--- config.mk ---
export PLATFORM = sky130hd
export DESIGN_NAME = combo6_gen
export DESIGN_NICKNAME = d
export VERILOG_FILES = /design/src/rtl/combo6_pkg.sv /design/src/rtl/combo6_next.sv /design/src/rtl/combo6_gen.sv
export SDC_FILE = /design/constraint.sdc
export NUM_CORES = 1
export LEC_CHECK = 0
export ABC_CLOCK_PERIOD_IN_PS = 1900
export BUFFER_PORTS_ARGS = -buffer_cell sky130_fd_sc_hd__buf_2
export CAP_MARGIN = 20
export CORE_UTILIZATION = 52
export DETAILED_ROUTE_END_ITERATION = 7
export PLACE_DENSITY = 0.82
export SLEW_MARGIN = 10
export SYNTH_ARGS = -nofsm -noshare
export SYNTH_HDL_FRONTEND = slang
export SYNTH_SLANG_ARGS = --single-unit
--- constraint.sdc ---
create_clock -name i_clk -period 1.9 [get_ports i_clk]
set_clock_uncertainty 0.2 [all_clocks]
set_input_delay 0.095 -clock i_clk [delete_from_list [all_inputs] [get_ports i_clk]]
set_output_delay 0.095 -clock i_clk [all_outputs]
set_load 0.05 [all_outputs]
--- src/rtl/combo6_pkg.sv ---
`default_nettype none
// ============================================================================
// Module      : combo6_pkg
// Description : Shared types, widths and helpers for the 6-bit fixed-popcount
//               word generator.
// Revision    : 1.0 - initial release
// ============================================================================
package combo6_pkg;

  localparam int WORD_W  = 6;
  localparam int INDEX_W = 5;

  typedef enum logic [0:0] {
    IDLE = 1'b0,
    RUN  = 1'b1
  } state_e;

  // Smallest word with k ones: (1<<k)-1, evaluated one bit wider so k=6 fits.
  function automatic logic [WORD_W-1:0] first_word(input logic [2:0] k);
    logic [WORD_W:0] t;
    t = (7'd1 << k) - 7'd1;
    return t[WORD_W-1:0];
  endfunction

  // Number of set bits in a word.
  function automatic logic [2:0] popcnt6(input logic [WORD_W-1:0] w);
    logic [2:0] n;
    n = '0;
    for (int i = 0; i < WORD_W; i++) begin
      n = n + {2'b00, w[i]};
    end
    return n;
  endfunction

endpackage
`default_nettype wire

--- src/rtl/combo6_next.sv ---
`default_nettype none
// ============================================================================
// Module      : combo6_next
// Description : Next word with the same popcount (Gosper step), purely
//               combinational, plus a flag marking the highest such word.
// Revision    : 1.0 - initial release
// ============================================================================
module combo6_next
  import combo6_pkg::*;
#(
  parameter bit ABSTRACT_MODEL = 1'b0
) (
  input  logic [WORD_W-1:0] word_i,
  output logic [WORD_W-1:0] next_o,
  output logic              last_o
);

  if (ABSTRACT_MODEL) begin : g_abstract
    logic [WORD_W-1:0] r_unused_cand;

    // Behavioural search: first larger word with equal popcount.
    always_comb begin
      next_o        = word_i;
      last_o        = 1'b1;
      r_unused_cand = '0;
      for (int v = 0; v < (1 << WORD_W); v++) begin
        r_unused_cand = WORD_W'(v);
        if (last_o && (r_unused_cand > word_i) &&
            (popcnt6(r_unused_cand) == popcnt6(word_i))) begin
          next_o = r_unused_cand;
          last_o = 1'b0;
        end
      end
    end
  end else begin : g_gosper
    logic [WORD_W:0]   w_x;
    logic [WORD_W:0]   w_low;
    logic [WORD_W:0]   w_ripple;
    logic [WORD_W:0]   w_ones;
    logic [WORD_W-1:0] w_tail;

    // Lowest set bit, then ripple it into the next zero above the low run.
    assign w_x      = {1'b0, word_i};
    assign w_low    = w_x & (~w_x + 7'd1);
    assign w_ripple = w_x + w_low;
    assign w_ones   = (w_ripple ^ w_x) >> 2;

    // Divide by the one-hot lowest bit: a right shift by its position.
    always_comb begin
      case (w_low[WORD_W-1:0])
        6'b000001: w_tail = w_ones[WORD_W-1:0];
        6'b000010: w_tail = w_ones[WORD_W-1:0] >> 1;
        6'b000100: w_tail = w_ones[WORD_W-1:0] >> 2;
        6'b001000: w_tail = w_ones[WORD_W-1:0] >> 3;
        6'b010000: w_tail = w_ones[WORD_W-1:0] >> 4;
        6'b100000: w_tail = w_ones[WORD_W-1:0] >> 5;
        default:   w_tail = '0;
      endcase
    end

    // Carry out of the top bit means the ones are already packed high.
    assign next_o = w_ripple[WORD_W-1:0] | w_tail;
    assign last_o = w_ripple[WORD_W] | (word_i == '0);
  end

endmodule
`default_nettype wire

--- src/rtl/combo6_gen.sv ---
`default_nettype none
// ============================================================================
// Module      : combo6_gen
// Description : Streams every 6-bit word with a requested popcount k in
//               ascending order over a valid/ready interface.
// Revision    : 1.0 - initial release
// ============================================================================
module combo6_gen
  import combo6_pkg::*;
#(
  parameter bit ABSTRACT_MODEL = 1'b0
) (
  input  logic               i_clk,
  input  logic               i_rstn,
  input  logic [2:0]         i_count,
  input  logic               i_valid,
  output logic               o_ready,
  output logic [WORD_W-1:0]  o_word,
  output logic               o_valid,
  input  logic               i_ready,
  output logic               o_last,
  output logic [INDEX_W-1:0] o_index,
  output logic               o_error,
  input  logic               i_abort
);

  state_e              state_q;
  logic [WORD_W-1:0]   word_q;
  logic [INDEX_W-1:0]  index_q;
  logic                valid_q;
  logic                error_q;

  logic [WORD_W-1:0]   w_next_word;
  logic                w_is_last;
  logic                w_handshake;

  combo6_next #(
    .ABSTRACT_MODEL(ABSTRACT_MODEL)
  ) u_next (
    .word_i (word_q),
    .next_o (w_next_word),
    .last_o (w_is_last)
  );

  assign w_handshake = valid_q & i_ready;

  // Control FSM: accept a request, step through the words, return to IDLE.
  always_ff @(posedge i_clk or negedge i_rstn) begin
    if (!i_rstn) begin
      state_q <= IDLE;
      word_q  <= '0;
      index_q <= '0;
      valid_q <= 1'b0;
      error_q <= 1'b0;
    end else begin
      error_q <= 1'b0;
      case (state_q)
        IDLE: begin
          if (i_valid) begin
            if (i_count == 3'd7) begin
              error_q <= 1'b1;
            end else begin
              state_q <= RUN;
              valid_q <= 1'b1;
              word_q  <= first_word(i_count);
              index_q <= '0;
            end
          end
        end
        RUN: begin
          if (w_handshake) begin
            if (w_is_last) begin
              state_q <= IDLE;
              valid_q <= 1'b0;
              word_q  <= '0;
              index_q <= '0;
            end else begin
              word_q  <= w_next_word;
              index_q <= index_q + 5'd1;
            end
          end
          // Abort wins over any step taken above; a same-cycle handshake
          // has still been consumed by the downstream side.
          if (i_abort) begin
            state_q <= IDLE;
            valid_q <= 1'b0;
            word_q  <= '0;
            index_q <= '0;
          end
        end
        default: state_q <= IDLE;
      endcase
    end
  end

  assign o_ready = (state_q == IDLE);
  assign o_valid = valid_q;
  assign o_word  = word_q;
  assign o_index = index_q;
  assign o_last  = valid_q & w_is_last;
  assign o_error = error_q;

endmodule
`default_nettype wire

==> impl_metrics.yaml, run 1 <==
place:
  place_ws_ns: -0.06891
  place.gp.congestion: 0.8153
  dp.cells: 167
  dpl_cell_area_um2: 1206
  hpwl_mm: 1.888
  portBuffers: 22
clock_tree:
  clk_pin_slew_ns: 0.09
  cts_buffer_depth: 2
  cts_sinks: 14
  clk-insertion-delay-late_ns: 0.28
  cts_tree: "yes"
  h-tree-depth: 1
  cts_root_buf: "clkbuf_4"
  cts_buffers: 3
status:
  failed_checks: "setup timing"
  status: "finished, violations left"
timing:
  worst_slew_pin_slew_ns: 0.4649
  finalHoldViolCount: 0
  finalCriticalPeriod_ns: 1.963
  relSlewSlack_pct: 69.00
  holdWs_ns: 0.04987
  rsz0062_at_grt: "true"
  finalMaxSlewViolations: 0
  setup-tns-final_ns: -0.2003
  setup_viol: 5
  fin_crit_sh_pct: 103.3
  finalWorstSetupSlack_ns: -0.06305
  fmaxAchievable_mhz: 509.4
routing:
  num_vias: 1117
  drc: 0
  route.detailed.wl_per_inst_um: 16.68
  drtAntennaViolNets: 0
  via_per_inst: 6.206
  wirelength_mm: 3.002
  first_pass_iters: 5
  drt_iter0_markers: 52
critical_path:
  critPathKind: "reg2reg"
  crit_path_max_fanout: 6
  critPathLaunchType: "flip-flop"
  reg2reg_to: "o_word[4]"
  worstPathArrival_ns: 1.92
  critPathCaptureType: "flip-flop"
  rrSetupSlack_ns: -0.06
  regToRegStartpoint: "o_word[0]"
  cp.required_ns: 1.86
  reg2reg_depth: 6
layout:
  num-fill-cells: 131
  seq_area_um2: 356.6
  final_area_um2: 1380
  multiInputGateArea_um2: 668.1
  nNetsFinal: 166
  final_common_cell: "buf_2"
  layout_common_cells: "buf_2 (21), nand2_1 (17), buf_4 (14)"
  finalNonFillerCells: 180
  diodes: 0
  areaGrowthSynthToFinish_pct: 37.53
  layout-drive-gt1-share_pct: 41.29
  post-route-util_pct: 78.23
die:
  die_w_um: 45.93
  start_util_pct: 56.88
  core_area_um2: 1764
  num_io_pins: 23
  die_y_um: 45.93
  rows: 15
  die_area_um2: 2110
power:
  ir_worst_vdd_mv: 0.8168
  power_density_nw_per_um2: 1406
  p_leak_nw: 0.6040
  p_total_mw: 1.941
logic_synthesis:
  synth-seq-cells: 14
  yosys_warnings: 0
  synthesis.area_um2: 1003
  synthCells: 118
  ys.flop_type: "dfrtp_1"
  synth-edff-count: 0
  avgSynthCellArea_um2: 8.504
  netlist-cell-type-count: 41
  syn_nets: 128
  yosys.area.top_type: "dfrtp_1"
  synth_area_leaders: "dfrtp_1 (35%), nand2_1 (6.4%), a21oi_1 (5.0%)"
  synth.top_cell.area_share_pct: 34.91
  seq_area_frac_synth_pct: 34.91
  async_reset_ff_share_pct: 100.0
global_route:
  antenna_found_initial: 0
  grt_use_met3_pct: 7.937
  overflow: 0
  grtUsageTotal_pct: 29.71
  grt_max_degree: 15
  top_usage_layer: "met2"
  grt_use_met1_pct: 35.12
  use_met2_pct: 47.89
  first_global_vias: 1007
  grt_pass1_wl_mm: 4.374
run:
  max-cap-violations: 0
worst_hold_path:
  hp-class: "in2async"
[power breakdown]
part           internal [mW]  switching, mW
combinational          0.416          0.727
sequential             0.377          0.201
clock                  0.117          0.104
[logic make-up (layout without fill, tap and decap cells)]
family          count (synthesis)  in the layout  synth area share [%]
compound gates                 43             43                 32.29
xor+xnor                        1              1                0.8730
fa+ha+maj                       2              2                 2.493
buf+inv                        12             49                 6.233
flops                          14             14                 34.91
simple gates                   46             46                 23.19
[final cells by class]
| cell class | instances | share of cell area [%] |
|---|---|---|
| multi-input combinational | 92 | 48.41 |
| inverter | 4 | 1.088 |
| tap | 25 | 2.267 |
| clock buffer | 4 | 2.629 |
| sequential | 14 | 25.84 |
| timing repair buffer | 41 | 19.76 |
[critical path, stage by stage, from the launching register on]
cell and delay, ns:
dfrtp_2 0.43, or2_4 0.29, buf_6 0.13, o41ai_4 0.31, a31oi_4 0.12, a21oi_2 0.27, a2bb2oi_2 0.09
[layer usage]
layer	vias up	wire (um)
li1	510	-
met4	0	123
met5	-	0
met3	18	291
met2	72	1467
met1	517	1119
[how the worst max path moves through the flow]
stage | depth (start not counted) | to | startpoint | slack, ns
floorplan | 8 | o_word[4] | i_count[2] | -0.02
finish | 6 | o_word[4] | o_word[0] | -0.06
global placement | 8 | o_word[4] | i_count[1] | -0.02
detailed placement | 8 | o_word[4] | i_count[1] | -0.07
CTS | 5 | o_last | o_word[0] | -0.06
global route | 5 | o_last | o_word[0] | -0.10
[cell usage after synthesis, types with 3 or more instances]
cell       instances
o21ai_0            5
a2bb2oi_1          3
nand3_1            6
inv_1              3
dfrtp_1           14
nor2_1             8
o21ai_1            7
nand2_1           17
o22ai_1            3
a21oi_1           10
[sequential cells by signal (all words and copies together) (netlist names)]
signal,cells
state_q,1
o_word,6
o_error,1
o_valid,1
o_index,5
[timing repair]
action,CTS,global route
endpoints found under the hold margin,16,0
resized for setup,5,6
hold buffers,4,0
pin swaps,3,8
buffers inserted,4,1
endpoints found under the setup margin,1,10
gates cloned,0,0
Power figures use the tool's default switching activity.
==> run 2: changes to the inputs <==
--- a/config.mk
+++ b/config.mk
@@ -7,9 +7,10 @@
 export LEC_CHECK = 0
 export ABC_CLOCK_PERIOD_IN_PS = 1900
-export BUFFER_PORTS_ARGS = -buffer_cell sky130_fd_sc_hd__buf_2
+export BUFFER_PORTS_ARGS = -buffer_cell sky130_fd_sc_hd__clkbuf_2
 export CAP_MARGIN = 20
 export CORE_UTILIZATION = 52
 export DETAILED_ROUTE_END_ITERATION = 7
 export PLACE_DENSITY = 0.82
+export SETUP_SLACK_MARGIN = 0.2
 export SLEW_MARGIN = 10
 export SYNTH_ARGS = -nofsm -noshare
--- a/constraint.sdc
+++ b/constraint.sdc
@@ -3,3 +3,3 @@
 set_input_delay 0.095 -clock i_clk [delete_from_list [all_inputs] [get_ports i_clk]]
 set_output_delay 0.095 -clock i_clk [all_outputs]
-set_load 0.05 [all_outputs]
+set_load 0.1 [all_outputs]
==> run 2 against run 1 <==
Net effect: clock-buffer cell count unchanged; final area is 0.36% lower; register-to-register slack lost 0.03 ns; critical path depth down 1; via count down 5.7%; final cell count unchanged; core utilization decreased by 0.28 points; clock power is 5% higher; global-route usage grew 0.25 points; the flow still finishes with violations (setup timing).
==> impl_metrics.yaml, run 2 (synthesized netlist as in run 1, its figures left out) <==
status:
  status: "finished, violations left"
  failed_checks: "setup timing"
place:
  portBuffers: 22
  place.gp.congestion: 0.8356
  dpl_cell_area_um2: 1246
  hpwl_mm: 1.933
critical_path:
  startpoint: "o_word[0]"
  regToRegStartpoint: "o_word[0]"
  reg2reg_to: "o_word[1]"
  critPathCaptureType: "primary output"
  crit_path_end: "o_last"
  worstPathArrival_ns: 1.72
  rrSetupSlack_ns: -0.09
  critPathLaunchType: "flip-flop"
  cp.required_ns: 1.60
  crit_path_max_fanout: 3
  reg2reg_depth: 6
  critPathKind: "reg2out"
power:
  internal-power_mw: 0.9097
  p_total_mw: 2.192
  net-switching-power_mw: 1.283
  sequentialPowerShare_pct: 25.6
  power_density_nw_per_um2: 1594
  ir_worst_vdd_mv: 0.7681
  p_comb_share_pct: 63.9
  p_leak_nw: 0.5951
  clkPwrFrac_pct: 10.5
  switching_share_pct: 58.51
clock_tree:
  cts_sinks: 14
  cts_root_buf: "clkbuf_4"
  cts_buffer_depth: 2
  h-tree-depth: 1
  clk-insertion-delay-late_ns: 0.30
  cts_buffers: 3
  cts_tree: "yes"
  clk_pin_slew_ns: 0.09
timing:
  setup_viol: 10
  worst_slew_pin_slew_ns: 0.5482
  relSlewSlack_pct: 63.61
  finalWorstSetupSlack_ns: -0.1123
  fmaxAchievable_mhz: 497.0
  setup-tns-final_ns: -0.4267
  finalHoldViolCount: 0
  fin_crit_sh_pct: 105.9
  rsz0062_at_grt: "true"
  finalCriticalPeriod_ns: 2.012
  holdWs_ns: 0.02142
  finalMaxSlewViolations: 0
layout:
  final_area_um2: 1375
  diodes: 0
  multiInputGateArea_um2: 641.9
  num-fill-cells: 137
  nNetsFinal: 166
  layout-drive-gt1-share_pct: 41.29
  areaGrowthSynthToFinish_pct: 37.03
  seq_area_um2: 369.1
  layout_common_cells: "clkbuf_2 (21), nand2_1 (16), buf_4 (14)"
  final_common_cell: "clkbuf_2"
  largest_register_ffs: 6
routing:
  route.detailed.wl_per_inst_um: 14.92
  drc: 0
  wirelength_mm: 2.686
  first_pass_iters: 4
  via_per_inst: 5.850
  drt_iter0_markers: 44
  num_vias: 1053
  drtAntennaViolNets: 0
run:
  max-cap-violations: 0
global_route:
  overflow: 0
  first_global_vias: 958
  grtUsageTotal_pct: 29.95
  antenna_found_initial: 0
  grt_pass1_wl_mm: 4.422
  grt_max_degree: 15
die:
  die_area_um2: 2110
  rows: 15
  die_y_um: 45.93
  die_w_um: 45.93
  core_area_um2: 1764
  start_util_pct: 56.88
  num_io_pins: 23
worst_hold_path:
  hp-class: "in2async"
==> run 2: cell types whose count changed in the layout (fill, tap and decap cells not counted), sizes merged <==
cell,previous run,this run
buf,37,16
clkbuf,4,25
==> run 2: cell type report <==
cell class | instances | share of cell area, %
clock buffer | 4 | 2.639
inverter | 4 | 1.092
multi-input combinational | 92 | 46.68
sequential | 14 | 26.84
tap | 25 | 2.275
timing repair buffer | 41 | 20.47
==> run 2: per-layer routing <==
metal  wire (um)  GRT usage, %
met5           0             0
met1        1145         39.02
met2        1320         49.58
met4          60         12.35
met3         160         3.571
==> run 2: worst min path at each step <==
stage / start / end / slack, ns / cells after the start
3_5_place_dp: i_rstn / o_word[3] / -0.18 / 1
5_1_grt: i_count[1] / o_error / 0.05 / 4
4_1_cts: i_count[1] / o_error / 0.03 / 4
6_report: i_rstn / o_word[0] / 0.02 / 2
3_3_place_gp: i_rstn / o_word[3] / -0.19 / 1
2_1_floorplan: i_rstn / o_error / -0.40 / 0
==> run 2: timing repair <==
action	4_1_cts	5_1_grt
pin swaps	8	2
endpoints found under the setup margin	11	13
endpoints found under the hold margin	17	0
gates resized for setup	2	1
cloned	0	0
hold buffers	4	0
setup buffers	4	1
==> run 2: power by group through the flow <==
stage          combinational (mW)  clock [mW]  sequential [mW]
5_1_grt                      1.46       0.247            0.577
6_report                     1.40       0.231            0.561
2_1_floorplan               0.662           0            0.963
3_5_place_dp                 1.31           0            0.562
3_3_place_gp                 1.27           0            0.556
4_1_cts                      1.38       0.231            0.557
==> run 2: worst max-delay path, stage by stage (launching register included) <==
cell and delay (ns):
dfrtp_4 0.49, or2_4 0.28, o22ai_4 0.19, a31oi_4 0.13, nor2b_4 0.14, buf_12 0.18
==> run 2: metrics by stage <==
stage	std cells	setup slack [ns]	utilization [%]
detailed placement	167	-0.09709	70.64
CTS	179	-0.1369	77.31
global placement	167	-0.02044	70.64
global route	180	-0.1537	77.94
finish	180	-0.1123	77.94
floorplan	118	-0.3213	-
